<file path="src/rtl/cic_decimator_pkg.sv">
// cic_decimator_pkg: shared CIC sizing, adctl/features register fields and helpers.
package cic_decimator_pkg;
  localparam int CIC_STAGES = 3;
  localparam int CIC_RATE_LOG2_MAX = 4;
  localparam int ADCTL_RATE_LSB = 4;
  localparam int ADCTL_RATE_MSB = 6;
  localparam int FEATURES_CIC_BIT = 5;
  localparam logic [31:0] FEATURES_CIC_MASK = 32'd1 << FEATURES_CIC_BIT;
  typedef logic [2:0] rate_t;
  function automatic rate_t clamp_rate(input rate_t r, input int max_k);
    return (int'(r) > max_k) ? rate_t'(max_k) : r;
  endfunction
endpackage

</file>
<file path="src/rtl/cic_integrator.sv">
// cic_integrator: one W-bit modulo accumulator stage with enable and synchronous clear.
module cic_integrator #(
  parameter int W = 24
) (
  input  logic         clk,
  input  logic         nreset,
  input  logic         en_i,
  input  logic         clr_i,
  input  logic [W-1:0] add_i,
  output logic [W-1:0] acc_o
);
  logic [W-1:0] acc_q, acc_d;

  always_comb acc_d = clr_i ? '0 : en_i ? acc_q + add_i : acc_q;

  always_ff @(posedge clk or negedge nreset) begin
    if (!nreset) acc_q <= '0;
    else acc_q <= acc_d;
  end

  assign acc_o = acc_q;
endmodule

</file>
<file path="src/rtl/cic_decimator.sv">
// cic_decimator: N-stage CIC decimator, R = 2^k chosen at runtime, gain exactly 1.
// A rate change or reset clears all history and hides the first STAGES outputs.
module cic_decimator
  import cic_decimator_pkg::*;
#(
  parameter int BITS          = 12,
  parameter int STAGES        = CIC_STAGES,
  parameter int RATE_LOG2_MAX = CIC_RATE_LOG2_MAX,
  parameter bit OFFSET_BIN    = 1'b1
) (
  input  logic            clk,
  input  logic            nreset,
  input  logic [2:0]      rate_log2,
  input  logic            in_valid,
  input  logic [BITS-1:0] in_data,
  output logic            out_valid,
  output logic [BITS-1:0] out_data
);
  localparam int W = BITS + STAGES * RATE_LOG2_MAX;
  localparam int CW = RATE_LOG2_MAX;
  localparam int SW = $clog2(STAGES + 1);
  localparam logic [BITS-1:0] MSB = {1'b1, {(BITS-1){1'b0}}};
  localparam logic [BITS-1:0] FLIP = OFFSET_BIN ? MSB : '0;

  rate_t rate_q, rate_d, k_q, k_d;
  logic load_q, clr, take, last;
  logic stb_q, stb_d, out_valid_q, out_valid_d;
  logic [CW-1:0] cnt_q, cnt_d, mask;
  logic [SW-1:0] sup_q, sup_d;
  logic [BITS-1:0] xs, y, out_data_q, out_data_d;
  logic [W-1:0] xin, comb;
  logic [7:0] shamt;
  logic [STAGES-1:0][W-1:0] acc, prev_q, prev_d;

  assign xs = in_data ^ FLIP;
  assign xin = {{(W-BITS){xs[BITS-1]}}, xs};

  // load_q forces one clearing cycle after reset so k is taken from rate_log2
  assign rate_d = clamp_rate(rate_log2, RATE_LOG2_MAX);
  assign clr = load_q || (rate_q != k_q);
  assign take = in_valid && !clr;
  assign mask = ~({CW{1'b1}} << k_q);
  assign last = (cnt_q == mask);
  assign shamt = 8'(k_q) * 8'(STAGES);

  for (genvar g = 0; g < STAGES; g++) begin : g_int
    if (g == 0) begin : g_first
      cic_integrator #(.W(W)) u_int (
        .clk(clk),
        .nreset(nreset),
        .en_i(take),
        .clr_i(clr),
        .add_i(xin),
        .acc_o(acc[g])
      );
    end else begin : g_next
      cic_integrator #(.W(W)) u_int (
        .clk(clk),
        .nreset(nreset),
        .en_i(take),
        .clr_i(clr),
        .add_i(acc[g-1]),
        .acc_o(acc[g])
      );
    end
  end

  always_comb begin
    logic [W-1:0] x;
    prev_d = prev_q;
    x = acc[STAGES-1];
    for (int i = 0; i < STAGES; i++) begin
      prev_d[i] = clr ? '0 : stb_q ? x : prev_q[i];
      x = x - prev_q[i];
    end
    comb = x;
  end

  // R^N / 2^(N*k) == 1, so the arithmetic shift restores input scale exactly
  assign y = BITS'($signed(comb) >>> shamt) ^ FLIP;

  always_comb begin
    k_d = load_q ? rate_d : rate_q;
    cnt_d = clr ? '0 : take ? (last ? '0 : cnt_q + CW'(1)) : cnt_q;
    stb_d = take && last;
    sup_d = clr ? SW'(STAGES) : (stb_q && sup_q != '0) ? sup_q - SW'(1) : sup_q;
    out_valid_d = stb_q && !clr && (sup_q == '0);
    out_data_d = out_valid_d ? y : out_data_q;
  end

  always_ff @(posedge clk or negedge nreset) begin
    if (!nreset) begin
      rate_q <= '0;
      k_q <= '0;
      load_q <= 1'b1;
      cnt_q <= '0;
      stb_q <= 1'b0;
      sup_q <= SW'(STAGES);
      prev_q <= '0;
      out_valid_q <= 1'b0;
      out_data_q <= '0;
    end else begin
      rate_q <= rate_d;
      k_q <= k_d;
      load_q <= 1'b0;
      cnt_q <= cnt_d;
      stb_q <= stb_d;
      sup_q <= sup_d;
      prev_q <= prev_d;
      out_valid_q <= out_valid_d;
      out_data_q <= out_data_d;
    end
  end

  assign out_valid = out_valid_q;
  assign out_data = out_data_q;
endmodule

</file>
<file path="config.mk">
export PLATFORM = sky130hd
export DESIGN_NAME = cic_decimator
export DESIGN_NICKNAME = d
export VERILOG_FILES = /design/src/rtl/cic_decimator_pkg.sv /design/src/rtl/cic_integrator.sv /design/src/rtl/cic_decimator.sv
export SDC_FILE = /design/constraint.sdc
export NUM_CORES = 1
export LEC_CHECK = 0
export ABC_CLOCK_PERIOD_IN_PS = 6900
export CAP_MARGIN = 20
export CORE_AREA = 8 8 176 178
export CTS_BUF_LIST = sky130_fd_sc_hd__clkbuf_8
export DETAILED_ROUTE_END_ITERATION = 8
export DIE_AREA = 0 0 184 186
export PLACE_DENSITY = 0.77
export SLEW_MARGIN = 20
export SYNTH_ARGS = -nofsm -noshare
export SYNTH_HDL_FRONTEND = slang
export SYNTH_HIERARCHICAL = 1
export SYNTH_SLANG_ARGS = --single-unit
export TNS_END_PERCENT = 20
</file>
<file path="constraint.sdc">
create_clock -name clk -period 6.9 [get_ports clk]
set_input_delay 1.38 -clock clk [delete_from_list [all_inputs] [get_ports clk]]
set_output_delay 1.38 -clock clk [all_outputs]
set_load 0.02 [all_outputs]
</file>
==> results.sh <==
export IMPL_outcome="finished clean"
export IMPL_synth_edf_count=0
export IMPL_pre_cts_ws_ps=155
export IMPL_syn_avg_cell_area_um2=8.52
export IMPL_grt_max_degree=75
export IMPL_firstDrtPassIters=6
export IMPL_drv_cap=0
export IMPL_drive_above_1_share_pct=7.16
export IMPL_finalInstanceArea_um2=16300
export IMPL_period_needed_ps=6470
export IMPL_multi_input_area_um2=10200
export IMPL_maxSlewViolCount=0
export IMPL_finalCritPeriodShare_pct=93.8
export IMPL_area_growth_pct=6.80
export IMPL_required_ps=7330
export IMPL_fp_dieArea_um2=34200
export IMPL_core_area_um2=28200
export IMPL_ys_seq_elements=171
export IMPL_swShare_pct=36.3
export IMPL_viasPerCell=5.94
export IMPL_cts_buffers=17
export IMPL_cts_buffer_depth=2
export IMPL_critical_path_max_stage_delay_ps=410
export IMPL_intPower_mw=1.67
export IMPL_routed_wl_um=35300
export IMPL_irDropWorstVdd_mv=0.105
export IMPL_die_h_um=186
export IMPL_cts_sinks=171
export IMPL_drt_iter0_drc=759
export IMPL_rrSetupSlack_ps=430
export IMPL_hpwl_um=27000
export IMPL_antennaDiodeCount=0
export IMPL_worstReg2RegStart="g_int[2].g_next.u_int/acc_o[0]$_DFFE_PN0P_"
export IMPL_crit_top_cell="a21oi_2"
export IMPL_powerDensity_nw_per_um2=161
export IMPL_cts_tree="yes"
export IMPL_min_from="sup_q[1]$_DFFE_PN1P_"
export IMPL_critPathKind="register to register"
export IMPL_grt_pass1_vias=13000
export IMPL_p_sw_uw=949
export IMPL_wl_per_cell_um=16.3
export IMPL_relSlewSlack_pct=41.9
export IMPL_fin_ws_ps=430
export IMPL_antenna_found_initial=0
export IMPL_routabilityCongestion=0.903
export IMPL_yosysSeqAreaShare_pct=28.1
export IMPL_grt_util_all_layers_pct=21.1
export IMPL_clkTransAtPathRegs_ps=120
export IMPL_pwr_share_comb_pct=33.5
export IMPL_hold_class="register to register"
export IMPL_synth_ff_type="dfrtp_1"
export IMPL_portBuffers=30
export IMPL_finalSetupViolCount=0
export IMPL_crit_path_end_kind="register"
export IMPL_reg2reg_depth=31
export IMPL_finalClockSkew_ps=28.3
export IMPL_endpoint="out_data[7]$_DFFE_PN0P_"
export IMPL_register_area_um2=4290
export IMPL_final_nets=1944
export IMPL_dpl_cell_area_um2=15800
export IMPL_clkLatencyLatePin_ps=480
export IMPL_grt_ovfl_total=0
export IMPL_critPathLaunchType="register"
export IMPL_cp_arrival_ps=6900
export IMPL_whs_ps=509
export IMPL_yosys_warnings=6
export IMPL_cts_root_buf="clkbuf_8"
export IMPL_vias=12900
export IMPL_cp_max_fo=10
export IMPL_ant_nets=0
export IMPL_htree_levels=4
export IMPL_worst_path_max_delay_cell="dfrtp_1"
export IMPL_tightest_slew_ps=868
export IMPL_p_clk_share_pct=27.8
export IMPL_tns_ps=0
export IMPL_power_leakage_nw=7.20
export IMPL_fillCellCount=2525
export IMPL_ctsHoldBuffers=0
export IMPL_hold_violations=0
export IMPL_fp_dieW_um=184
export IMPL_yosysUniqueCellTypes=91
export IMPL_async_reset_ff_share_pct=100
export IMPL_rsz0062_at_grt="true"
export IMPL_drcViolationCount=0
export IMPL_r2r_end="out_data[7]$_DFFE_PN0P_"
export IMPL_critPathLaunch="g_int[2].g_next.u_int/acc_o[0]$_DFFE_PN0P_"
export IMPL_syn_area_um2=15300
export IMPL_placementRows=62
export IMPL_netlist_instances=1792
export IMPL_p_seq_share_pct=38.7
export IMPL_syn_nets=1962
export IMPL_final_util_pct=57.7
export IMPL_initial_core_util_pct=54.0
export IMPL_io_pins=31
export IMPL_grt_pass1_wl_um=60300
export IMPL_fmaxAchievable_mhz=155
## critical path: cells and delay by family, from the launching register on
family	cells	cell delay (ps)
AO/OA/AOI/OAI	13	2280
AND/OR/NAND/NOR	9	1770
adder cells (fa/ha/maj)	4	1060
XOR/XNOR	3	630
flip-flops	1	410
buffers and inverters	2	260
## cells by family after synthesis
logic type	after synthesis	synth area share [%]
flip-flops	171	28.1
buffers and inverters	205	5.49
AO/OA/AOI/OAI	507	22.6
adder cells (fa/ha/maj)	152	12.8
multiplexers	124	8.63
XOR/XNOR	118	6.86
AND/OR/NAND/NOR	514	15.5
other	1	0.0246
## worst min path at each step
stage | to | cells after the start
after floorplan | prev_q[70]$_DFFE_PN0P_ | 2
after global placement | sup_q[1]$_DFFE_PN1P_ | 2
after detailed placement | out_data[1]$_DFFE_PN0P_ | 2
after CTS | sup_q[1]$_DFFE_PN1P_ | 2
after global routing | sup_q[1]$_DFFE_PN1P_ | 2
final | sup_q[1]$_DFFE_PN1P_ | 2
## synthesized netlist by cell type (6+ instances only)
library cell	number	share of area [%]
o31ai_1	11	0.54
dfrtp_1	168	28
o211ai_1	8	0.39
a211oi_1	31	1.5
or2_2	8	0.33
nor4_1	8	0.33
a41oi_1	9	0.52
mux2i_1	108	7.1
nand3_1	26	0.85
a211o_1	11	0.63
o21ai_0	100	3.3
o21bai_1	16	0.79
buf_2	11	0.36
xnor2_1	67	3.8
xor2_1	50	2.9
fa_1	7	0.92
a21o_1	38	1.9
nand4_1	21	0.86
o311ai_0	6	0.34
o21a_1	16	0.79
nand2_1	134	3.3
inv_1	118	2.9
buf_1	10	0.25
a21boi_0	6	0.30
a311oi_1	14	0.80
nor2b_1	22	0.90
o221ai_1	6	0.34
a31oi_1	17	0.70
clkbuf_1	56	1.4
o2111ai_1	6	0.34
nor2_1	207	5.1
ha_1	145	12
nand2b_1	17	0.70
a21oi_1	138	4.5
mux2_2	11	0.81
and3_1	14	0.57
nor3_1	23	0.75
## per-layer routing
metal / track usage, % / share of wire (%)
met5: 0 / 0
met3: 2.40 / 2.5
met4: 9.78 / 3.9
met2: 39.2 / 51
met1: 23.7 / 42
## registers in the layout, summed over array words and instances (netlist names)
name	flops
sup_q	2
g_int.g_first.u_int/acc_o	24
cnt_q	4
k_q	3
load_q	1
stb_q	1
prev_q	72
out_data	12
out_valid	1
g_int.g_next.u_int/acc_o	48
rate_q	3
## metrics by stage
step                      cells  power (mW)
final                      2171        2.62
after global routing       2171        2.77
after CTS                  2169        2.60
after detailed placement   2137        1.87
after global placement     2137        1.86
after floorplan            1792        1.67
## area by class of cell
class / count / area share (%)
Clock inverter: 15 / 1.07
Tap cell: 384 / 2.95
Timing Repair Buffer: 46 / 2.59
Inverter: 122 / 2.82
Clock buffer: 17 / 1.44
Sequential cell: 171 / 26.3
Multi-Input combinational cell: 1416 / 62.8
## repair_timing
action / in CTS / in global routing
endpoints found under the setup margin: 0 / 12
endpoints found under the hold margin: 0 / 0
resized for setup: 0 / 22
setup buffers: 0 / 2
## power groups by stage
stage                     clock (mW)  combinational, mW  sequential (mW)
final                          0.728              0.876             1.01
after global routing           0.786              0.966             1.02
after detailed placement           0              0.834             1.03
after CTS                      0.748              0.839             1.01
after floorplan                    0              0.639             1.03
after global placement             0              0.826             1.03
## cells in the final DEF, fill, tap and decap left out, types with 38 or more instances in the layout
master,n
ha_1,141
a21o_1,38
a21oi_1,134
inv_1,118
dfrtp_1,167
xnor2_1,67
xor2_1,50
nor2_1,205
o21ai_0,98
mux2i_1,108
nand2_1,134
No activity file was read; power rests on OpenSTA's default activity.
